File: src/rtl/slave_port_pkg.sv
`default_nettype none
// ============================================================================
//  Module      : slave_port_pkg
//  Description : Shared serial-bus definitions used by both ends of the link
//                (slave_port and master_port): default bus widths, the port
//                state encoding and small elaboration-time helpers.
//  Ports       : none (package)
//  Revision    : 1.0 - initial release
// ============================================================================
package slave_port_pkg;

  // Default slave-local address width and data word width.
  localparam int BUS_ADDR_WIDTH = 12;
  localparam int BUS_DATA_WIDTH = 8;

  // Port state encoding, shared so both ends of the link decode alike.
  typedef enum logic [2:0] {
    ST_IDLE  = 3'd0,
    ST_ADDR  = 3'd1,
    ST_WDATA = 3'd2,
    ST_WRITE = 3'd3,
    ST_RREQ  = 3'd4,
    ST_RWAIT = 3'd5,
    ST_SEND  = 3'd6
  } bus_state_e;

  // Larger of two widths; sizes the shared bit counter.
  function automatic int bus_max(input int a, input int b);
    return (a > b) ? a : b;
  endfunction

  // Bits needed to count 0..n-1, never less than one.
  function automatic int bus_cnt_width(input int n);
    return (n > 1) ? $clog2(n) : 1;
  endfunction

endpackage : slave_port_pkg
`default_nettype wire

File: src/rtl/slave_port_shift_reg.sv
`default_nettype none
// ============================================================================
//  Module      : shift_reg
//  Description : LSB-first shift register. Serial data enters at the MSB and
//                moves toward bit 0, so after WIDTH shifts the first bit
//                received sits in bit 0. Bit 0 is also the serial output, so
//                a parallel-loaded word leaves LSB first. Load wins over
//                shift when both are requested.
//  Ports       : clk          - clock, rising edge
//                rstn         - synchronous active-low reset (clears contents)
//                shift_en_i   - shift one position toward bit 0
//                load_en_i    - parallel load from load_data_i
//                sin_i        - serial input (enters at MSB)
//                load_data_i  - parallel load value
//                q_o          - parallel contents
//                sout_o       - serial output (bit 0)
//  Revision    : 1.0 - initial release
// ============================================================================
module shift_reg #(
  parameter int WIDTH = 8
) (
  input  logic             clk,
  input  logic             rstn,
  input  logic             shift_en_i,
  input  logic             load_en_i,
  input  logic             sin_i,
  input  logic [WIDTH-1:0] load_data_i,
  output logic [WIDTH-1:0] q_o,
  output logic             sout_o
);

  logic [WIDTH-1:0] data_q;
  logic [WIDTH-1:0] data_d;
  logic [WIDTH-1:0] w_shifted;

  generate
    if (WIDTH > 1) begin : g_wide
      assign w_shifted = {sin_i, data_q[WIDTH-1:1]};
    end else begin : g_narrow
      assign w_shifted = sin_i;
    end
  endgenerate

  always_comb begin
    data_d = data_q;
    if (load_en_i) begin
      data_d = load_data_i;
    end else if (shift_en_i) begin
      data_d = w_shifted;
    end
  end

  always_ff @(posedge clk) begin
    if (!rstn) begin
      data_q <= '0;
    end else begin
      data_q <= data_d;
    end
  end

  assign q_o    = data_q;
  assign sout_o = data_q[0];

endmodule : shift_reg
`default_nettype wire

File: src/rtl/slave_port.sv
`default_nettype none
// ============================================================================
//  Module      : slave_port
//  Description : Slave end of a one-bit serial bus. Receives an LSB-first
//                address (and, for writes, a data word), performs one access
//                on a simple parallel local-memory interface, and for reads
//                serialises the returned word back to the bus LSB first.
//  Ports       : clk        - single clock, rising edge
//                rstn       - synchronous active-low reset
//                swdata     - serial address / write data from bus
//                smode      - 0 read, 1 write; taken with the first bit
//                mvalid     - swdata valid this cycle
//                srdata     - serial read data to bus
//                svalid     - srdata valid this cycle
//                sready     - port idle, can accept a new transaction
//                mem_addr   - parallel address to local memory
//                mem_wdata  - parallel write data
//                mem_wen    - one-cycle write strobe
//                mem_ren    - one-cycle read request strobe
//                mem_rdata  - read data from memory
//                mem_rvalid - mem_rdata valid
//  Revision    : 1.0 - initial release
// ============================================================================
module slave_port
  import slave_port_pkg::*;
#(
  parameter int ADDR_WIDTH = BUS_ADDR_WIDTH,
  parameter int DATA_WIDTH = BUS_DATA_WIDTH
) (
  input  logic                  clk,
  input  logic                  rstn,
  input  logic                  swdata,
  input  logic                  smode,
  input  logic                  mvalid,
  output logic                  srdata,
  output logic                  svalid,
  output logic                  sready,
  output logic [ADDR_WIDTH-1:0] mem_addr,
  output logic [DATA_WIDTH-1:0] mem_wdata,
  output logic                  mem_wen,
  output logic                  mem_ren,
  input  logic [DATA_WIDTH-1:0] mem_rdata,
  input  logic                  mem_rvalid
);

  localparam int c_MAX_W = bus_max(ADDR_WIDTH, DATA_WIDTH);
  localparam int c_CNT_W = bus_cnt_width(c_MAX_W);

  localparam logic [c_CNT_W-1:0] c_CNT_MAX = c_CNT_W'(c_MAX_W - 1);
  // Address bit 0 is taken in IDLE, so ADDR only counts the remaining
  // ADDR_WIDTH-1 bits. With a one-bit address ADDR is never entered.
  localparam logic [c_CNT_W-1:0] c_ADDR_LAST =
    c_CNT_W'((ADDR_WIDTH > 1) ? (ADDR_WIDTH - 2) : 0);
  localparam logic [c_CNT_W-1:0] c_DATA_LAST = c_CNT_W'(DATA_WIDTH - 1);

  bus_state_e         state_q;
  bus_state_e         state_d;
  logic [c_CNT_W-1:0] cnt_q;
  logic [c_CNT_W-1:0] cnt_d;
  logic               write_q;
  logic               write_d;
  logic               sready_q;
  logic               svalid_q;
  logic               mem_wen_q;
  logic               mem_ren_q;

  logic               w_bit_cnt;
  logic               w_addr_shift;
  logic               w_data_shift;
  logic               w_tx_load;
  logic               w_tx_shift;
  logic               w_tx_sout;

  logic                  w_addr_sout_unused;
  logic                  w_data_sout_unused;
  logic [DATA_WIDTH-1:0] w_tx_q_unused;

  // --------------------------------------------------------------------------
  // Next-state decode. mvalid only matters in IDLE/ADDR/WDATA and mem_rvalid
  // only in RWAIT; every other state simply ignores them.
  // --------------------------------------------------------------------------
  always_comb begin
    state_d      = state_q;
    write_d      = write_q;
    w_bit_cnt    = 1'b0;
    w_addr_shift = 1'b0;
    w_data_shift = 1'b0;
    w_tx_load    = 1'b0;
    w_tx_shift   = 1'b0;

    case (state_q)
      ST_IDLE: begin
        if (mvalid) begin
          w_addr_shift = 1'b1;
          write_d      = smode;
          if (ADDR_WIDTH > 1) begin
            state_d = ST_ADDR;
          end else if (smode) begin
            state_d = ST_WDATA;
          end else begin
            state_d = ST_RREQ;
          end
        end
      end

      ST_ADDR: begin
        if (mvalid) begin
          w_addr_shift = 1'b1;
          w_bit_cnt    = 1'b1;
          if (cnt_q == c_ADDR_LAST) begin
            if (write_q) begin
              state_d = ST_WDATA;
            end else begin
              state_d = ST_RREQ;
            end
          end
        end
      end

      ST_WDATA: begin
        if (mvalid) begin
          w_data_shift = 1'b1;
          w_bit_cnt    = 1'b1;
          if (cnt_q == c_DATA_LAST) begin
            state_d = ST_WRITE;
          end
        end
      end

      ST_WRITE: begin
        state_d = ST_IDLE;
      end

      ST_RREQ: begin
        state_d = ST_RWAIT;
      end

      ST_RWAIT: begin
        if (mem_rvalid) begin
          w_tx_load = 1'b1;
          state_d   = ST_SEND;
        end
      end

      ST_SEND: begin
        w_tx_shift = 1'b1;
        w_bit_cnt  = 1'b1;
        if (cnt_q == c_DATA_LAST) begin
          state_d = ST_IDLE;
        end
      end

      default: begin
        state_d = ST_IDLE;
      end
    endcase
  end

  // One counter serves address, data and transmit phases; it restarts at
  // zero on every state change so each phase counts from its first bit.
  always_comb begin
    cnt_d = cnt_q;
    if (state_d != state_q) begin
      cnt_d = '0;
    end else if (w_bit_cnt) begin
      if (cnt_q == c_CNT_MAX) begin
        cnt_d = '0;
      end else begin
        cnt_d = cnt_q + c_CNT_W'(1);
      end
    end
  end

  // --------------------------------------------------------------------------
  // State register. Outputs are decoded from the next state so each one is
  // a flop that is valid for exactly the cycles spent in its state.
  // --------------------------------------------------------------------------
  always_ff @(posedge clk) begin
    if (!rstn) begin
      state_q   <= ST_IDLE;
      cnt_q     <= '0;
      write_q   <= 1'b0;
      sready_q  <= 1'b1;
      svalid_q  <= 1'b0;
      mem_wen_q <= 1'b0;
      mem_ren_q <= 1'b0;
    end else begin
      state_q   <= state_d;
      cnt_q     <= cnt_d;
      write_q   <= write_d;
      sready_q  <= (state_d == ST_IDLE);
      svalid_q  <= (state_d == ST_SEND);
      mem_wen_q <= (state_d == ST_WRITE);
      mem_ren_q <= (state_d == ST_RREQ);
    end
  end

  // --------------------------------------------------------------------------
  // Datapath. The receive registers drive the memory bus directly; they only
  // move while their phase is shifting, so address and data are stable for
  // the whole access.
  // --------------------------------------------------------------------------
  shift_reg #(
    .WIDTH (ADDR_WIDTH)
  ) u_addr_sr (
    .clk         (clk),
    .rstn        (rstn),
    .shift_en_i  (w_addr_shift),
    .load_en_i   (1'b0),
    .sin_i       (swdata),
    .load_data_i ('0),
    .q_o         (mem_addr),
    .sout_o      (w_addr_sout_unused)
  );

  shift_reg #(
    .WIDTH (DATA_WIDTH)
  ) u_wdata_sr (
    .clk         (clk),
    .rstn        (rstn),
    .shift_en_i  (w_data_shift),
    .load_en_i   (1'b0),
    .sin_i       (swdata),
    .load_data_i ('0),
    .q_o         (mem_wdata),
    .sout_o      (w_data_sout_unused)
  );

  // Transmit: loaded on the RWAIT->SEND edge so bit 0 is on srdata in the
  // first SEND cycle; zeros shift in behind the word.
  shift_reg #(
    .WIDTH (DATA_WIDTH)
  ) u_tx_sr (
    .clk         (clk),
    .rstn        (rstn),
    .shift_en_i  (w_tx_shift),
    .load_en_i   (w_tx_load),
    .sin_i       (1'b0),
    .load_data_i (mem_rdata),
    .q_o         (w_tx_q_unused),
    .sout_o      (w_tx_sout)
  );

  assign srdata    = svalid_q & w_tx_sout;
  assign svalid    = svalid_q;
  assign sready    = sready_q;
  assign mem_wen   = mem_wen_q;
  assign mem_ren   = mem_ren_q;

endmodule : slave_port
`default_nettype wire

File: config.mk
export PLATFORM = sky130hd
export DESIGN_NAME = slave_port
export DESIGN_NICKNAME = d
export VERILOG_FILES = /design/src/rtl/slave_port_pkg.sv /design/src/rtl/slave_port_shift_reg.sv /design/src/rtl/slave_port.sv
export SDC_FILE = /design/constraint.sdc
export NUM_CORES = 1
export LEC_CHECK = 0
export ABC_AREA = 0
export BUFFER_PORTS_ARGS = -buffer_cell sky130_fd_sc_hd__buf_2
export CORE_MARGIN = 4
export CORE_UTILIZATION = 55
export DETAILED_ROUTE_END_ITERATION = 10
export PLACE_DENSITY = 0.79
export SLEW_MARGIN = 15
export SYNTH_ARGS = -nofsm -noshare
export SYNTH_HDL_FRONTEND = slang
export SYNTH_HIERARCHICAL = 1
export SYNTH_SLANG_ARGS = --single-unit
File: constraint.sdc
create_clock -name clk -period 3.7 [get_ports clk]
set_input_delay 0.74 -clock clk [delete_from_list [all_inputs] [get_ports clk]]
set_output_delay 0.74 -clock clk [all_outputs]
set_load 0.01 [all_outputs]
[After elaboration in Yosys (flattened, before gate mapping)]
Index checks and enable logic that the tools add are counted.
Cells by class
  bitwise logic cells: 2
  muxes and demuxes: 19
  equality and inequality tests: 12
  reduce and logical (&&, ||, !) cells: 7
  add/sub/neg operators: 1
Operators with widths (number)
  3-bit two-way mux: 8
  3-bit one-hot mux with 6 select lines: 1
  8-bit two-way mux: 2
  3-bit == test, second input constant: 5
  4-bit == test, second input constant: 2
  3-bit by 2-bit == test with 1-bit output, second input constant: 2
  3-bit logical NOT: 2
  1-bit two-way mux: 6
  2-bit OR reduction: 3
  4-bit by 1-bit adder with 4-bit output, second input constant: 1
  4-bit by 3-bit == test with 1-bit output, second input constant: 1
  4-bit two-way mux: 1
  3-bit by 1-bit == test with 1-bit output, second input constant: 1
  3-bit != test: 1
  1-bit one-hot mux with 2 select lines: 1
  2-bit AND reduction: 1
  2-bit nonzero test: 1
  1-bit bitwise AND: 1
  1-bit inverter: 1
Word-level totals
  output and inout bits: 25
  word-level logic and storage cells: 51
  input port bits: 14
  register bits after elaboration: 40

[Logic depth before layout (Yosys ltp)]
Gate-level depths: netlist of run 1.
  depth after elaboration: 6
  gate-level depth with buffers: 7

[By module]
Netlist of run 1, hierarchy kept.
By module, submodules not included
  shift_reg at u_tx_sr ...: seq. area each 160.2 µm², area each 447.9 µm², cells an instance 36, times used 2
  slave_port: seq. area each 240.2 µm², area each 676.9 µm², cells an instance 81, times used 1
  shift_reg at u_addr_sr: seq. area each 240.2 µm², area each 641.9 µm², cells an instance 53, times used 1

[Least setup slack after synthesis of run 1]
No wires, ideal clock.
  path kind: input port to flip-flop
  from: in mvalid
  to: reg u_wdata_sr.data_q[0] (netlist: u_wdata_sr/q_o[0])
  setup time: 0.116 ns
  data required time: 3.584 ns
  path slack: 1.902 ns
  cell stages on the path: 6
  path buffers: 1
  arrival: 1.681 ns
  cell sequence: nand2b_1 > nor2_1 > and2_2 > buf_6 > mux2_4 > o211a_1
On the way
  cells in the longest elaborated chain, start to end: 2
RTL lines
  from (decl): RTL line slave_port.sv:34  | input logic mvalid,
  1-bit two-way mux: RTL line slave_port.sv:121  | if (mvalid) begin
  1-bit two-way mux: RTL line slave_port.sv:91  | case (state_q)
  named net w_data_shift: RTL line slave_port.sv:69  | logic w_data_shift;
  to (signal assigned): RTL line slave_port_shift_reg.sv:57  | data_q <= data_d;
  to (decl): RTL line slave_port_shift_reg.sv:32  | logic [WIDTH-1:0] data_q;
The timed path passes the listed nets, and every way through them passes these cells.
A chain may end at the register's enable or synchronous reset.

[Worst setup path after layout of run 1]
  from: reg state_q[1]
  to: reg u_tx_sr.data_q[2] (netlist: u_tx_sr/q_o[2])
On the way
  cells in the longest elaborated chain, start to end: 3
  elaborated cells between the ends (all ways): 6
  classes of those cells: 2 x eq/ne; 3 x mux; 1 x reduce/logical
RTL lines
  from (decl): RTL line slave_port.sv:56  | bus_state_e state_q;
  from (signal assigned): RTL line slave_port.sv:188  | state_q <= state_d;
  3-bit == test: RTL line slave_port.sv:91
  1-bit two-way mux: RTL line slave_port.sv:91
  named net w_tx_shift: RTL line slave_port.sv:71  | logic w_tx_shift;
  2-bit nonzero test (no line)
  to (signal assigned): RTL line slave_port_shift_reg.sv:57
  to (decl): RTL line slave_port_shift_reg.sv:32
The timed path passes the listed nets, and every way through them passes these cells.

==> results of run 1 <==
[path summary, 6_finish.rpt]
| path | startpoint | endpoint | depth (start not counted) |
|---|---|---|---|
| worst max-delay path | state_q[1] | u_tx_sr/q_o[2] | 4 |
| worst min-delay path | cnt_q[0] | cnt_q[0] | 2 |
| worst max register to register | state_q[1] | u_tx_sr/q_o[2] | 4 |
| worst min register to register | cnt_q[0] | cnt_q[0] | 2 |
[stage by stage]
| step | cells | hold slack (ns) | util | worst slack [ns] |
|---|---|---|---|---|
| after detailed placement | 311 | 0.500 | 0.660 | 1.61 |
| after global routing | 319 | 0.536 | 0.692 | 1.55 |
| after CTS | 319 | 0.512 | 0.692 | 1.68 |
| after global placement | 311 | 0.493 | 0.660 | 1.63 |
| after floorplan | 238 | 0.475 | - | 1.90 |
| final | 319 | 0.517 | 0.692 | 1.65 |
[critical path: cells and delay by family (launching register included)]
family / cells / cell delay [ns]
AOI/OAI and AO/OA: 1 / 0.20
DFF: 1 / 0.53
muxes: 1 / 0.35
and+or+nand+nor: 2 / 0.86
[report_power, final]
group,switching (mW),internal (mW),leakage (nW)
Clock,0.157,0.221,0.0614
Sequential,0.0162,0.449,0.328
Combinational,0.0545,0.0650,1.00
[area by class of cell]
| cell class | count | share of cell area |
|---|---|---|
| Inverter | 4 | 0.00575 |
| Clock buffer | 6 | 0.0316 |
| Tap cell | 48 | 0.0230 |
| Multi-Input combinational cell | 179 | 0.540 |
| Clock inverter | 2 | 0.0149 |
| Sequential cell | 40 | 0.307 |
| Timing Repair Buffer | 40 | 0.0786 |
[registers in the layout (all words and copies together) (netlist names)]
name / cells
u_addr_sr/q_o: 12
u_tx_sr/q_o: 8
write_q: 1
svalid: 1
cnt_q: 4
mem_wen: 1
state_q: 3
u_wdata_sr/q_o: 8
mem_ren: 1
sready: 1
[routing by layer]
layer,wire [um],share of wire,vias up,GRT usage
li1,-,-,834,-
met1,1890,0.45,735,0.212
met2,1900,0.46,55,0.284
met3,276,0.066,6,0.0379
met4,86,0.021,0,0.0877
met5,0,0,-,0
==> metrics.md, run 1 <==
| Metric | Value |
|---|---|
| Largest net degree at the start of global routing | `32` |
| CTS Buffer Depth | `2` |
| Multi-input gate area | `1410 um2` |
| CTS tree | `done` |
| Flop2flop setup slack | `1.65 ns` |
| Register area | `801 um2` |
| CTS Hold Bufs | `0` |
| Syn Area/Cell | `10.8 um2` |
| Fin. Hold Viols | `0` |
| Post-route setup TNS | `0 ns` |
| Share of cells above drive strength 1 | `0.303` |
| Tmin final | `2.05 ns` |
| Max-slew violation count | `0` |
| Slowest CP cell | `nor2_1` |
| Commonest non-fill, non-tap cell in the layout | `dfxtp_1` |
| ANT cells | `0` |
| Critical path arrival | `about 2.2 ns` |
| Placed cell areas | `2490 um2` |
| Die ar. | `5090 um2` |
| CP required | `3.89 ns` |
| Crit share post-route | `0.554` |
| Port Buffer Count | `38` |
| Clock net sink count | `40` |
| Hpwl dp | `2750 um` |
| Clock skew | `0.00454 ns` |
| Num CTS Buffers | `5` |
| Grt total ovfl | `0` |
| Final nets | `about 290` |
| Fmax | `0.487 GHz` |
| Slew HR | `0.361` |
| Unrepaired setup endpoints after global routing | `false` |
| Per-cell routed wire length | `13.0 um` |
| CP startpoint kind | `flop` |
| CORE AREA | `about 3800 um2` |
| Crit end category | `flop` |
| RD Place Congestion | `0.801` |
| Number of synthesis warnings | `6` |
| H-tree depth | `2` |
| Crit path largest cell delay | `approximately 0.74 ns` |
| Vias/cell | `~5` |
| Clock Latency Late Sink | `0.30 ns` |
| Cell Rows | `22` |
| Type of the worst setup path | `reg2reg` |
| DRC Markers | `0` |
| Worst Hold Class | `reg2reg` |
| Die H | `around 71 um` |
| Pwr per Cell Area | `roughly 370 nW/um2` |
| Area Growth Syn to Fin | `18.3%` |
| Mapped Cells | `205` |
| Antenna violations before repair | `0` |
| Gr usage total | `0.173` |
| Power consumption | `0.963 mW` |
| Post-CTS Setup Inserts | `0` |
| Via count | `1630` |
| Maximum VDD drop | `about 0.00024 V` |
| Initial drt markers | `162` |
| First-pass GRT wire length | `7030 um` |
| Critical path fanouts, max | `10` |
| Finished Cell Area | `2610 um2` |
| Final ANT Viol Nets | `0` |
| Critical path, cell by cell | `nand2_1 > nor2_1 > mux2_4 > o211a_1` |
| Worst-path clk slew | `0.08 ns` |
| Resize count post-CTS | `0` |
| Slew @ Worst Pin | `0.955 ns` |
| 1st-pass router iterations | `4` |
| Fill cells | `287` |
| Mapped cell area | `2210 um2` |
| Leak Pwr | `1.39 nW` |
| Clk root buf | `clkbuf_8` |
| IO Pins | `39` |
| Routed WL | `4150 um` |
| Most frequent cells in the layout | `40 x dfxtp_1, 38 x buf_2, 34 x conb_1` |
| Max Cap Violations | `0` |
| Outcome | `finished clean` |
| Vias in the first global route | `1538` |
| Initial core utilization | `0.585` |
| Die extent in x | `71.3 um` |
| Final number of setup-violating endpoints | `0` |
No activity file was read; power rests on OpenSTA's default activity.
==> run 2: changes to the inputs <==
- clock period: 3.7 -> 2.1 ns (I/O delays scaled with it)
==> run 2 against run 1 <==
  * Core utilization barely moved
  * Global-route usage fell by 1.2 points
  * Critical path depth rose by 1
  * Count of clock-buffer cells in the layout did not move
  * Non-clock buffer count rose by 2
  * Via count barely moved
  * Total power rose by 61%
  * Sequential power rose by 76%
  * Sequential cell count did not move
  * Clock skew rose by 0.0013 ns
  * First-iteration DRC count fell by 35%
==> metrics.md, run 2 (synthesis results as in run 1) <==
| Metric | Value |
|---|---|
| Outcome | `finished clean` |
| Slew @ Worst Pin | `0.572 ns (-0.383 ns)` |
| Non-Filler Instances | `321 (+0.63%)` |
| Sw Share | `0.243 (+0.00594)` |
| Clock Latency Late Sink | `0.29 ns (about the same)` |
| Vias in the first global route | `1566 (+1.8%)` |
| Worst-path clk slew | `0.07 ns (about the same)` |
| Final worst slack | `0.324 ns (-1.32 ns)` |
| Clock skew | `0.00587 ns (+0.00132 ns)` |
| Area Growth Syn to Fin | `18.3% (about the same)` |
| Crit share post-route | `0.846 (+0.291)` |
| Port Buffer Count | `38 (unchanged)` |
| ANT cells | `0 (unchanged)` |
| Final ANT Viol Nets | `0 (unchanged)` |
| Leak Pwr | `1.40 nW (+0.32%)` |
| CTS Hold Bufs | `0 (unchanged)` |
| Antenna violations before repair | `0 (unchanged)` |
| Fmax | `0.563 GHz (+16%)` |
| Grt total ovfl | `0 (unchanged)` |
| Clock Power Share | `0.334 (-0.058)` |
| Finished Cell Area | `2610 um2 (about the same)` |
| Commonest non-fill, non-tap cell in the layout | `dfxtp_1` |
| Die ar. | `5090 um2 (unchanged)` |
| H-tree depth | `2 (unchanged)` |
| Post-CTS Setup Inserts | `0 (unchanged)` |
| Core Util, Final | `0.692 (about the same)` |
| Slew HR | `0.615 (+0.254)` |
| Via count | `1631 (+0.061%)` |
| First-pass GRT wire length | `6730 um (-4.3%)` |
| Final nets | `288 (+0.70%)` |
| Resize count post-CTS | `0 (unchanged)` |
| Unrepaired setup endpoints after global routing | `false` |
| CP startpoint kind | `flop` |
| Power consumption | `1.55 mW (+61%)` |
| Pwr per Cell Area | `593 nW/um2 (+61%)` |
| Met3 routed WL | `224 um (-19%)` |
| Multi-input gate area | `1410 um2 (unchanged)` |
| Gr usage total | `0.161 (-0.0119)` |
| Clk root buf | `clkbuf_8` |
| Dpl ws | `0.339 ns (-1.28 ns)` |
| Num CTS Buffers | `5 (unchanged)` |
| Logic pwr share | `0.137 (+0.013)` |
| Routed WL | `3890 um (-6.5%)` |
| Final number of setup-violating endpoints | `0 (unchanged)` |
| Tmin final | `1.78 ns (-0.276 ns)` |
| Critical path arrival | `2.01 ns (-0.23 ns)` |
| CTS Buffer Depth | `2 (unchanged)` |
| Type of the worst setup path | `reg2reg` |
| Worst Hold Class | `in2reg` |
| Initial drt markers | `105 (-35%)` |
| WHS | `0.370 ns (-0.147 ns)` |
| CORE AREA | `3770 um2 (unchanged)` |
| Clock net sink count | `40 (unchanged)` |
| Share of cells above drive strength 1 | `0.308 (+0.00511)` |
| Register area | `801 um2 (unchanged)` |
| Cell Rows | `22 (unchanged)` |
| Placed cell areas | `2520 um2 (+1.1%)` |
| Vias/cell | `5.08 (-0.56%)` |
| Fin. Hold Viols | `0 (unchanged)` |
| CP required | `2.33 ns (-1.56 ns)` |
| Flop2flop setup slack | `0.32 ns (-1.32 ns)` |
| WL met2 | `1820 um (-4.3%)` |
| IO Pins | `39 (unchanged)` |
| Per-cell routed wire length | `12.1 um (-7.0%)` |
| RD Place Congestion | `0.837 (+4.5%)` |
| P_sw | `0.375 mW (+65%)` |
| Top routing layer used | `met4` |
| Maximum VDD drop | `0.000386 V (+60%)` |
| CTS tree | `done` |
| Die H | `71.3 um (unchanged)` |
| Max reg flops | `12 (unchanged)` |
| Max Cap Violations | `0 (unchanged)` |
| DRC Markers | `0 (unchanged)` |
| Power share of the sequential group | `0.529 (+0.045)` |
| Initial core utilization | `0.585 (unchanged)` |
| Int Power | `1.17 mW (+59%)` |
| Post-route setup TNS | `0 ns (unchanged)` |
| Most frequent cells in the layout | `40 x dfxtp_1, 38 x buf_2, 34 x conb_1` |
| Fill cells | `282 (-1.7%)` |
| Max-slew violation count | `0 (unchanged)` |
| Crit end category | `flop` |
| Critical path fanouts, max | `6 (-4)` |
| 1st-pass router iterations | `4 (unchanged)` |
| Hpwl dp | `2820 um (+2.5%)` |
| Largest net degree at the start of global routing | `20 (-38%)` |
| Met1 WL | `1800 um (-4.7%)` |
| Inst Count DP | `313 (+0.64%)` |
| Die extent in x | `71.3 um (unchanged)` |
## run 2: changes by cell type in the layout (fill, tap and decap cells not counted), sizes merged
cell | previous run | this run
buf | 40 | 42
bufinv | 1 | 0
clkinv | 1 | 2
## run 2: power by group through the flow
stage,Sequential [mW],Combinational [mW],Clock (mW)
floorplan,0.842,0.146,0
global placement,0.836,0.207,0
detailed placement,0.837,0.209,0
CTS,0.820,0.210,0.532
global route,0.825,0.237,0.559
finish,0.819,0.212,0.516
## run 2: final timing paths
kind	from	depth (start not counted)	end
min reg2reg	cnt_q[0]	2	cnt_q[0]
max	cnt_q[0]	5	mem_ren
min	smode	3	write_q
max reg2reg	cnt_q[0]	5	mem_ren
## run 2: worst max-delay path, stage by stage, from the launching register on
cell     delay [ns]
dfxtp_1        0.40
ha_1           0.26
and3b_1        0.27
a21oi_1        0.09
nor3_1         0.43
and4b_1        0.27
## run 2: layout make-up
type,instances,area share
Sequential cell,40,0.307
Inverter,4,0.00575
Clock inverter,2,0.00384
Timing Repair Buffer,42,0.0892
Tap cell,48,0.0230
Clock buffer,6,0.0316
Multi-Input combinational cell,179,0.540
## run 2: metal layers
metal / GRT usage / vias to the layer above
li1: - / 839
met1: 0.204 / 750
met2: 0.265 / 38
met3: 0.0407 / 4
met4: 0.0564 / 0
met5: 0 / -
==> run 3: changes to the inputs <==
- clock period: 2.1 -> 1.7 ns (I/O delays scaled with it)
==> run 3 against run 2 <==
  * Via count grew 2.8%
  * Sequential power grew 23%
  * Clock power grew 27%
  * Clock skew is 0.0015 ns higher
  * Non-clock buffer count grew 13
  * Fmax is 11% higher
==> metrics.md, run 3 (synthesis results as in run 1) <==
| Metric | Value |
|---|---|
| Outcome | `finished clean` |
| Worst-path clk slew | `0.07 ns (about the same)` |
| First-pass GRT wire length | `6980 um (+3.8%)` |
| Final ANT Viol Nets | `0 (unchanged)` |
| 1st-pass router iterations | `4 (unchanged)` |
| Die ar. | `5090 um2 (unchanged)` |
| Commonest non-fill, non-tap cell in the layout | `dfxtp_1` |
| Grt met2 use | `0.253 (-0.0122)` |
| Met1 Use GR | `0.222 (+0.0178)` |
| Post-route setup TNS | `0 ns (unchanged)` |
| Critical path arrival | `1.79 ns (-0.22 ns)` |
| R2R Path End | `mem_ren` |
| Largest net degree at the start of global routing | `20 (unchanged)` |
| Hold endpoint | `write_q` |
| Vias in the first global route | `1613 (+3.0%)` |
| Grt total ovfl | `0 (unchanged)` |
| Placed cell areas | `2610 um2 (+3.5%)` |
| RD Place Congestion | `0.844 (+0.82%)` |
| Critical path startpoint | `cnt_q[0]` |
| Hpwl dp | `3020 um (+7.1%)` |
| Clock net sink count | `40 (unchanged)` |
| Flop2flop setup slack | `0.1 ns (-0.23 ns)` |
| Post-CTS Setup Inserts | `0 (unchanged)` |
| H-tree depth | `2 (unchanged)` |
| Die extent in x | `71.3 um (unchanged)` |
| CTS Buffer Depth | `2 (unchanged)` |
| Type of the worst setup path | `reg2reg` |
| ANT cells | `0 (unchanged)` |
| Critical path, cell by cell | `inv_1 > ha_1 > and4b_1 > and4bb_2 > a21oi_2 > and4b_1` |
| Gr usage total | `0.166 (+0.00510)` |
| Crit path largest cell delay | `0.40 ns (-0.03 ns)` |
| CORE AREA | `3770 um2 (unchanged)` |
| Cell Rows | `22 (unchanged)` |
| Slowest CP cell | `dfxtp_1` |
| Max reg flops | `12 (unchanged)` |
| FF-to-FF Start | `cnt_q[0]` |
| Most frequent CP cell | `and4b_1` |
| Clock Latency Late Sink | `0.29 ns (about the same)` |
| Antenna violations before repair | `0 (unchanged)` |
| Via count | `1676 (+2.8%)` |
| Worst Reg2Reg Path Length in Cells | `6 (+1)` |
| Clk root buf | `clkbuf_8` |
| Max-slew violation count | `0 (unchanged)` |
| Leak Pwr | `1.45 nW (+4.0%)` |
| Critical path fanouts, max | `5 (-1)` |
| Fmax | `0.624 GHz (+11%)` |
| Fin. Hold Viols | `0 (unchanged)` |
| Clock skew | `0.00734 ns (+0.00148 ns)` |
| CTS tree | `done` |
| Pwr per Cell Area | `718 nW/um2 (+21%)` |
| Tmin final | `1.60 ns (-0.172 ns)` |
| DRC Markers | `0 (unchanged)` |
| Unrepaired setup endpoints after global routing | `false` |
| WHS | `0.294 ns (-0.0764 ns)` |
| CTS Hold Bufs | `0 (unchanged)` |
| Vias/cell | `5.02 (-1.2%)` |
| Final nets | `301 (+4.5%)` |
| Num CTS Buffers | `5 (unchanged)` |
| CP startpoint kind | `flop` |
| Global route hottest layer | `met2` |
| Worst hold stages | `3 (unchanged)` |
| Crit end category | `flop` |
| Most frequent cells in the layout | `40 x dfxtp_1, 38 x buf_2, 34 x conb_1` |
| Finished Cell Area | `2710 um2 (+3.6%)` |
| Per-cell routed wire length | `12.3 um (+1.7%)` |
| Met3 GRT Util | `0.0491 (+0.00842)` |
| Initial drt markers | `98 (-6.7%)` |
| Area Growth Syn to Fin | `22.6%` |
| Share of cells above drive strength 1 | `0.346 (+0.0385)` |
| CP required | `1.88 ns (-0.45 ns)` |
| Hold Startpoint | `smode` |
| Crit share post-route | `0.943 (+0.0976)` |
| Maximum VDD drop | `0.000585 V (+51%)` |
| Routed WL | `4110 um (+5.9%)` |
| Worst Hold Class | `in2reg` |
| Initial core utilization | `0.585 (unchanged)` |
| IO Pins | `39 (unchanged)` |
| Max Cap Violations | `0 (unchanged)` |
| Final number of setup-violating endpoints | `0 (unchanged)` |
| Port Buffer Count | `38 (unchanged)` |
| Die H | `71.3 um (unchanged)` |
-- run 3: cell types whose count changed in the layout (fill, tap and decap cells not counted), sizes merged --
cell and delta:
buf +13, clkinv -2, clkbuf +1, clkinvlp +1
-- run 3: per-layer routing --
layer	wire (um)	vias to the layer above
li1	-	860
met2	1880	36
met5	0	-
met1	1970	775
met4	35	0
met3	222	5
-- run 3: worst max-delay path, delay by kind of cell (launching register included) --
kind | cells | cell delay, ns
AND/OR/NAND/NOR | 3 | 0.69
AO/OA/AOI/OAI | 1 | 0.15
adder cells (fa/ha/maj) | 1 | 0.20
buffers and inverters | 1 | 0.06
flip-flops | 1 | 0.40
-- run 3: how the worst max path moves through the flow --
| stage | slack [ns] | endpoint | cells past startpoint |
|---|---|---|---|
| CTS | 0.05 | mem_ren | 6 |
| finish | 0.1 | mem_ren | 6 |
| global route | 0.002 | u_addr_sr/q_o[11] | 5 |
| floorplan | 0.02 | u_addr_sr/q_o[0] | 6 |
| detailed placement | 0.04 | u_wdata_sr/q_o[5] | 6 |
| global placement | 0.06 | mem_ren | 6 |
-- run 3: final cells by class --
| class | instances | area, um2 |
|---|---|---|
| multi-input cells | 179 | 1420 |
| clock inverters | 1 | 7.51 |
| fillers | 293 | 1070 |
| repair buffers | 55 | 318 |
| inverters | 4 | 15.0 |
| clock buffers | 7 | 86.3 |
| flip-flops and latches | 40 | 801 |
| well taps | 48 | 60.1 |
-- run 3: through the flow --
stage	instances	power, mW	worst slack, ns	util
final	334	1.94	0.0966	0.717
after global placement	326	1.30	0.0641	0.691
after global routing	334	2.04	0.00242	0.717
after detailed placement	326	1.30	0.0409	0.691
after floorplan	238	1.22	0.0208	-
after CTS	334	1.97	0.0526	0.716
-- run 3: report_power, final --
part           total (mW)  leakage (nW)  internal, mW  switching (mW)
combinational       0.279          1.08         0.155           0.124
sequential           1.01         0.328         0.978          0.0294
clock               0.656        0.0445         0.330           0.326
total                1.94          1.45          1.46           0.479
-- run 3: what timing repair did --
action	in CTS	in global routing
gates resized for setup	0	2
hold endpoints to repair	0	0
endpoints found under the setup margin	0	3
